==> src/rtl/alu_pkg.sv <==
// Shared opcode/state encodings for the sequential ALU.
// Opcodes 000-100 keep the encodings of the earlier combinational ALU.
package alu_pkg;

  localparam int unsigned OPW = 3;

  typedef enum logic [OPW-1:0] {
    OP_ADD = 3'b000,
    OP_SUB = 3'b001,
    OP_AND = 3'b010,
    OP_OR  = 3'b011,
    OP_EOR = 3'b100,
    OP_SHL = 3'b101,
    OP_SHR = 3'b110,
    OP_MUL = 3'b111
  } alu_op_e;

  typedef enum logic [1:0] {
    IDLE,
    MUL_RUN,
    DONE
  } alu_state_e;

endpackage

==> src/rtl/alu_addsub.sv <==
// Combinational adder/subtractor: sum = a + (sub ? ~b + 1 : b).
// Reports carry out (1 = no borrow on subtract) and two's-complement overflow.
module alu_addsub #(
  parameter int unsigned WIDTH = 8
) (
  input  logic [WIDTH-1:0] a,
  input  logic [WIDTH-1:0] b,
  input  logic             sub,
  output logic [WIDTH-1:0] sum,
  output logic             carry_out,
  output logic             overflow
);

  logic [WIDTH-1:0] b_eff;

  always_comb begin
    b_eff                = sub ? ~b : b;
    {carry_out, sum}     = {1'b0, a} + {1'b0, b_eff} + {{WIDTH{1'b0}}, sub};
    // Operands of equal sign producing a result of the other sign.
    overflow             = (a[WIDTH-1] == b_eff[WIDTH-1]) && (sum[WIDTH-1] != a[WIDTH-1]);
  end

endmodule

==> src/rtl/alu_seq.sv <==
// Handshaked ALU with registered result/flags; single-cycle ops land in DONE
// one edge after acceptance, MUL iterates one multiplier bit per edge.
module alu_seq
  import alu_pkg::*;
#(
  parameter int unsigned WIDTH = 8
) (
  input  logic             clk,
  input  logic             rst_n,
  input  logic             in_valid,
  output logic             in_ready,
  input  logic [WIDTH-1:0] a,
  input  logic [WIDTH-1:0] b,
  input  logic [OPW-1:0]   opcode,
  output logic             out_valid,
  input  logic             out_ready,
  output logic [WIDTH-1:0] result,
  output logic             flag_z,
  output logic             flag_c,
  output logic             flag_n,
  output logic             flag_v,
  output logic             busy
);

  localparam int unsigned CntW = $clog2(WIDTH);

  alu_state_e           state_q, state_d;
  logic [WIDTH-1:0]     result_q, result_d;
  logic                 z_q, z_d, c_q, c_d, n_q, n_d, v_q, v_d;
  logic [2*WIDTH-1:0]   acc_q, acc_d, mcand_q, mcand_d, acc_next;
  logic [WIDTH-1:0]     mplier_q, mplier_d;
  logic [CntW-1:0]      cnt_q, cnt_d;

  alu_op_e              op;
  logic                 accept, mul_last;
  logic [WIDTH-1:0]     as_sum, alu_res;
  logic                 as_cout, as_ovf, alu_c, alu_v;
  logic [2*WIDTH-1:0]   mul_sum;
  logic                 mul_cout, mul_ovf, unused_mul;

  assign op         = alu_op_e'(opcode);
  assign accept     = in_valid && in_ready;
  assign mul_last   = (cnt_q == CntW'(WIDTH - 1));
  assign unused_mul = mul_cout ^ mul_ovf;

  alu_addsub #(.WIDTH(WIDTH)) u_addsub (
    .a         (a),
    .b         (b),
    .sub       (op == OP_SUB),
    .sum       (as_sum),
    .carry_out (as_cout),
    .overflow  (as_ovf)
  );

  alu_addsub #(.WIDTH(2 * WIDTH)) u_mul_acc (
    .a         (acc_q),
    .b         (mcand_q),
    .sub       (1'b0),
    .sum       (mul_sum),
    .carry_out (mul_cout),
    .overflow  (mul_ovf)
  );

  always_comb begin
    alu_res = '0;
    alu_c   = 1'b0;
    alu_v   = 1'b0;
    unique case (op)
      OP_ADD, OP_SUB: begin
        alu_res = as_sum;
        alu_c   = as_cout;
        alu_v   = as_ovf;
      end
      OP_AND: alu_res = a & b;
      OP_OR:  alu_res = a | b;
      OP_EOR: alu_res = a ^ b;
      OP_SHL: begin
        alu_res = {a[WIDTH-2:0], 1'b0};
        alu_c   = a[WIDTH-1];
      end
      OP_SHR: begin
        alu_res = {1'b0, a[WIDTH-1:1]};
        alu_c   = a[0];
      end
      OP_MUL: ;
    endcase
  end

  always_ff @(posedge clk) begin
    if (!rst_n) begin
      state_q  <= IDLE;
      result_q <= '0;
      z_q      <= 1'b0;
      c_q      <= 1'b0;
      n_q      <= 1'b0;
      v_q      <= 1'b0;
      acc_q    <= '0;
      mcand_q  <= '0;
      mplier_q <= '0;
      cnt_q    <= '0;
    end else begin
      state_q  <= state_d;
      result_q <= result_d;
      z_q      <= z_d;
      c_q      <= c_d;
      n_q      <= n_d;
      v_q      <= v_d;
      acc_q    <= acc_d;
      mcand_q  <= mcand_d;
      mplier_q <= mplier_d;
      cnt_q    <= cnt_d;
    end
  end

  always_comb begin
    state_d = state_q;
    case (state_q)
      IDLE:    if (accept) state_d = (op == OP_MUL) ? MUL_RUN : DONE;
      MUL_RUN: if (mul_last) state_d = DONE;
      DONE: begin
        // in_ready follows out_ready here, so an accept also consumes the result.
        if (accept)         state_d = (op == OP_MUL) ? MUL_RUN : DONE;
        else if (out_ready) state_d = IDLE;
      end
      default: state_d = IDLE;
    endcase
  end

  always_comb begin
    result_d = result_q;
    z_d      = z_q;
    c_d      = c_q;
    n_d      = n_q;
    v_d      = v_q;
    acc_d    = acc_q;
    mcand_d  = mcand_q;
    mplier_d = mplier_q;
    cnt_d    = cnt_q;
    acc_next = mplier_q[0] ? mul_sum : acc_q;
    if (accept) begin
      if (op == OP_MUL) begin
        acc_d    = '0;
        mcand_d  = {{WIDTH{1'b0}}, a};
        mplier_d = b;
        cnt_d    = '0;
      end else begin
        result_d = alu_res;
        z_d      = (alu_res == '0);
        c_d      = alu_c;
        n_d      = alu_res[WIDTH-1];
        v_d      = alu_v;
      end
    end else if (state_q == MUL_RUN) begin
      acc_d    = acc_next;
      mcand_d  = mcand_q << 1;
      mplier_d = mplier_q >> 1;
      cnt_d    = cnt_q + 1'b1;
      if (mul_last) begin
        result_d = acc_next[WIDTH-1:0];
        z_d      = (acc_next[WIDTH-1:0] == '0);
        c_d      = |acc_next[2*WIDTH-1:WIDTH];
        n_d      = acc_next[WIDTH-1];
        v_d      = 1'b0;
      end
    end
  end

  always_comb begin
    in_ready  = (state_q == IDLE) || ((state_q == DONE) && out_ready);
    out_valid = (state_q == DONE);
    busy      = (state_q == MUL_RUN);
    result    = result_q;
    flag_z    = z_q;
    flag_c    = c_q;
    flag_n    = n_q;
    flag_v    = v_q;
  end

endmodule

==> config.mk <==
export PLATFORM = sky130hd
export DESIGN_NAME = alu_seq
export DESIGN_NICKNAME = d
export VERILOG_FILES = /design/src/rtl/alu_pkg.sv /design/src/rtl/alu_addsub.sv /design/src/rtl/alu_seq.sv
export SDC_FILE = /design/constraint.sdc
export NUM_CORES = 1
export LEC_CHECK = 0
export CORE_MARGIN = 2
export CORE_UTILIZATION = 25
export CTS_BUF_LIST = sky130_fd_sc_hd__clkbuf_16
export CTS_CLUSTER_DIAMETER = 100
export CTS_CLUSTER_SIZE = 16
export DETAILED_ROUTE_END_ITERATION = 12
export DONT_BUFFER_PORTS = 1
export GPL_TIMING_DRIVEN = 0
export HOLD_SLACK_MARGIN = 0.06
export PLACE_DENSITY_LB_ADDON = 0.05
export SYNTH_ARGS = -nofsm -noshare
export SYNTH_HDL_FRONTEND = slang
export SYNTH_SLANG_ARGS = --single-unit
==> constraint.sdc <==
create_clock -name clk -period 4.5 [get_ports clk]
set_input_delay 0.675 -clock clk [delete_from_list [all_inputs] [get_ports clk]]
set_output_delay 0.675 -clock clk [all_outputs]
set_load 0.02 [all_outputs]
==> flow_metrics.tcl <==
set metrics [dict create \
    grt_antenna_before_repair 0 \
    io-pin-count 38 \
    synth_edf_count 0 \
    post-route-util 0.281 \
    maxClockFrequency_mhz 233 \
    synth_top_flop_cell "sky130_fd_sc_hd__dfxtp_1" \
    filler_cell_count 1881 \
    grt_pass1_wl_um 24000 \
    finalHoldViolations 0 \
    mappedNetlistArea_sq_um 4420 \
    cpPeakStageDelay_ns 0.53 \
    max_cap_viol_count 0 \
    synthDistinctLibCells 62 \
    synthesis.yosys.warnings 0 \
    synthCells 567 \
    clkTransAtPathRegs_ns 0.09 \
    initial_utilization 0.255 \
    multi_input_comb_area_sq_um 3030 \
    asyncSetResetFlopFracSynth 0 \
    cellPowerDensity_nw_per_um2 255 \
    die_w_um 137 \
    vias_per_cell 5.18 \
    die_h_um 137 \
    final_layout_size_suffix_gt1_frac 0.0383 \
    ys_ff_latch 56 \
    design_power_total_w 0.00124 \
    vdd_drop_max_mv 0.155 \
    critical_path_required_ns 4.75 \
    wl_um 15700 \
    insertedDiodeCount 0 \
    post_drt_wl_per_cell_um 19.6 \
    finalClockSkew_ns 0.0140 \
    slew_violations 0 \
    clockBufferDepth 2 \
    tightest_slew_ns 0.910 \
    slew-limit-headroom 0.393 \
    layout_worst_path_cycle_share 0.955 \
    detail_route.iter0.violations 203 \
    hpwlAfterDp_um 12100 \
    clkSinkCount 56 \
    drtPass1Iterations 4 \
    end_kind "flip-flop" \
    num_rows 48 \
    floorplan.die_area_sq_um 18800 \
    holdCritPathClass "reg -> reg" \
    syn_to_final_growth_pct 9.94 \
    placement.io_buffers 0 \
    remaining_drc_errors 0 \
    most_common_library_cell_in_the_layout_ignoring_fill_and_taps "sky130_fd_sc_hd__nand2_1" \
    setup_viol_count_final 0 \
    cells_along_the_critical_path "clkbuf_1 > clkbuf_2 > nor2_1 > and2_2 > xnor2_1 > ha_1 > nor3_1 > a211oi_2 > a211o_1 > a21o_1 > xor2_1 > a221o_1 > or4b_1 > a31oi_1" \
    global_route.usage.total 0.170 \
    final_net_count 638 \
    num_vias 4137 \
    synthesis.area_per_instance_sq_um 7.79 \
    worst-endpoint-arrival_ns 4.55 \
    timing_worst_setup_path_type "in -> reg" \
    grt_pass1_vias 4081 \
    cts_made_buffers 5 \
    floorplan.core_area_sq_um 17300 \
    synth_nets 632 \
    cts_tree "yes" \
    cts_htree_levels 2 \
    crit_fanout 10 \
    grt_max_degree 21 \
    power_leakage_nw 1.90 \
    finalWeightedCongestion 0.882 \
    route.antenna.remaining_nets 0 \
    gr-total-overflow 0 \
    clock_latency_reported_for_the_late_side_of_the_worst_skew_pair_ns 0.31 \
    outcome "finished clean" \
    rsz0062_at_grt "no" \
    sequential_cell_area_sq_um 1120 \
    post-cts-setup-buffers 0 \
    timing.critical_path.slowest_stage_cell "sky130_fd_sc_hd__or4b_1" \
    post_synthesis_sequential_area_ratio 0.254 \
    worstSetupStartpointType "input port" \
    commonest_non_fill_non_tap_cells_in_the_layout "61 x sky130_fd_sc_hd__nand2_1, 56 x sky130_fd_sc_hd__dfxtp_1, 42 x sky130_fd_sc_hd__nor2_1, 40 x sky130_fd_sc_hd__ha_1" \
    clock_tree.root_cell "sky130_fd_sc_hd__clkbuf_16" \
    timing.final.crit_period_ns 4.30 \
]
==> flip-flops by register name (all words and copies together) (netlist names) <==
| register | cells |
|---|---|
| acc_q | 16 |
| cnt_q | 3 |
| flag_c | 1 |
| flag_v | 1 |
| flag_z | 1 |
| mcand_q | 16 |
| mplier_q | 8 |
| result | 8 |
| state_q | 2 |
==> through the flow <==
| stage | hold WS [ns] | cell area (sq um) | TNS, ns | instances | setup WS (ns) |
|---|---|---|---|---|---|
| final | 0.494 | 4860 | 0 | 799 | 0.201 |
| after global routing | 0.524 | 4860 | 0 | 799 | 0.0468 |
| after CTS | 0.493 | 4850 | 0 | 799 | 0.115 |
| after detailed placement | 0.480 | 4700 | -0.831 | 792 | -0.543 |
| after global placement | 0.472 | 4700 | -1.00 | 792 | -0.586 |
| after floorplan | 0.441 | 4420 | 0 | 567 | 0.360 |
==> Yosys cell counts, types with 4 or more instances <==
library cell | n | area share
sky130_fd_sc_hd__o21ai_0 | 32 | 0.036
sky130_fd_sc_hd__and2_1 | 6 | 0.0085
sky130_fd_sc_hd__nand2b_1 | 4 | 0.0057
sky130_fd_sc_hd__xor2_1 | 7 | 0.014
sky130_fd_sc_hd__nor2b_1 | 29 | 0.041
sky130_fd_sc_hd__a211oi_1 | 14 | 0.024
sky130_fd_sc_hd__nor2_1 | 42 | 0.036
sky130_fd_sc_hd__a32oi_1 | 5 | 0.0099
sky130_fd_sc_hd__nand3_1 | 12 | 0.014
sky130_fd_sc_hd__inv_1 | 32 | 0.027
sky130_fd_sc_hd__o21a_1 | 7 | 0.012
sky130_fd_sc_hd__dfxtp_1 | 56 | 0.25
sky130_fd_sc_hd__nand4_1 | 4 | 0.0057
sky130_fd_sc_hd__clkbuf_1 | 33 | 0.028
sky130_fd_sc_hd__nor3_1 | 10 | 0.011
sky130_fd_sc_hd__ha_1 | 40 | 0.11
sky130_fd_sc_hd__a21oi_1 | 30 | 0.034
sky130_fd_sc_hd__nand2_1 | 61 | 0.052
sky130_fd_sc_hd__xnor2_1 | 16 | 0.032
sky130_fd_sc_hd__a22oi_1 | 16 | 0.027
sky130_fd_sc_hd__mux2i_1 | 14 | 0.032
sky130_fd_sc_hd__o211ai_1 | 6 | 0.010
sky130_fd_sc_hd__a31oi_1 | 7 | 0.0099
sky130_fd_sc_hd__a21o_1 | 7 | 0.012
sky130_fd_sc_hd__a311oi_1 | 16 | 0.032
==> critical path, delay by kind of cell <==
family	cells	cell delay [ns]
AO/OA/AOI/OAI	5	1.15
AND/OR/NAND/NOR	4	1.24
buffers and inverters	2	0.71
XOR/XNOR	2	0.48
adder cells (fa/ha/maj)	1	0.30
==> power breakdown <==
part | total (W) | switching [W] | leakage (nW) | internal [W]
Combinational | 0.000268 | 0.000171 | 1.37 | 0.0000971
Clock | 0.000438 | 0.000222 | 0.0767 | 0.000216
Sequential | 0.000534 | 0.0000219 | 0.454 | 0.000512
Total | 0.00124 | 0.000415 | 1.90 | 0.000825
==> path summary, 6_finish.rpt <==
| kind | slack [ns] | cells past startpoint | end | startpoint |
|---|---|---|---|---|
| min | 0.49 | 2 | mplier_q[2]$_SDFFE_PN0P_ | mplier_q[3]$_SDFFE_PN0P_ |
| max | 0.20 | 14 | flag_z$_SDFFE_PN0P_ | opcode[1] |
| min reg2reg | 0.49 | 2 | mplier_q[2]$_SDFFE_PN0P_ | mplier_q[3]$_SDFFE_PN0P_ |
| max reg2reg | 1.47 | 10 | flag_c$_SDFFE_PN0P_ | acc_q[0]$_SDFFE_PN0P_ |
==> final cells by class <==
class,count,share of cell area
Multi-Input combinational cell,441,0.624
Sequential cell,56,0.231
Tap cell,225,0.0579
Buffer,35,0.0296
Inverter,34,0.0263
Clock buffer,5,0.0258
Clock inverter,3,0.00592
==> repair_timing <==
item	CTS	global route
hold buffers	0	0
gates cloned	0	0
pin swaps	0	0
setup endpoints to repair	1	1
gates resized for setup	1	2
==> per-layer routing <==
layer / vias up / GRT usage / wire length [um]
met5: - / 0 / 0
met4: 0 / 0.0470 / 244
met3: 18 / 0.0293 / 632
met2: 75 / 0.295 / 7540
met1: 1974 / 0.216 / 7250
li1: 2070 / - / -
==> logic make-up after synthesis <==
| group | share of synthesized area |
|---|---|
| flip-flops | 0.254 |
| buffers and inverters | 0.0620 |
| AO/OA/AOI/OAI | 0.270 |
| AND/OR/NAND/NOR | 0.208 |
| XOR/XNOR | 0.0456 |
| multiplexers | 0.0394 |
| adder cells (fa/ha/maj) | 0.122 |
Power figures use the tool's default switching activity.
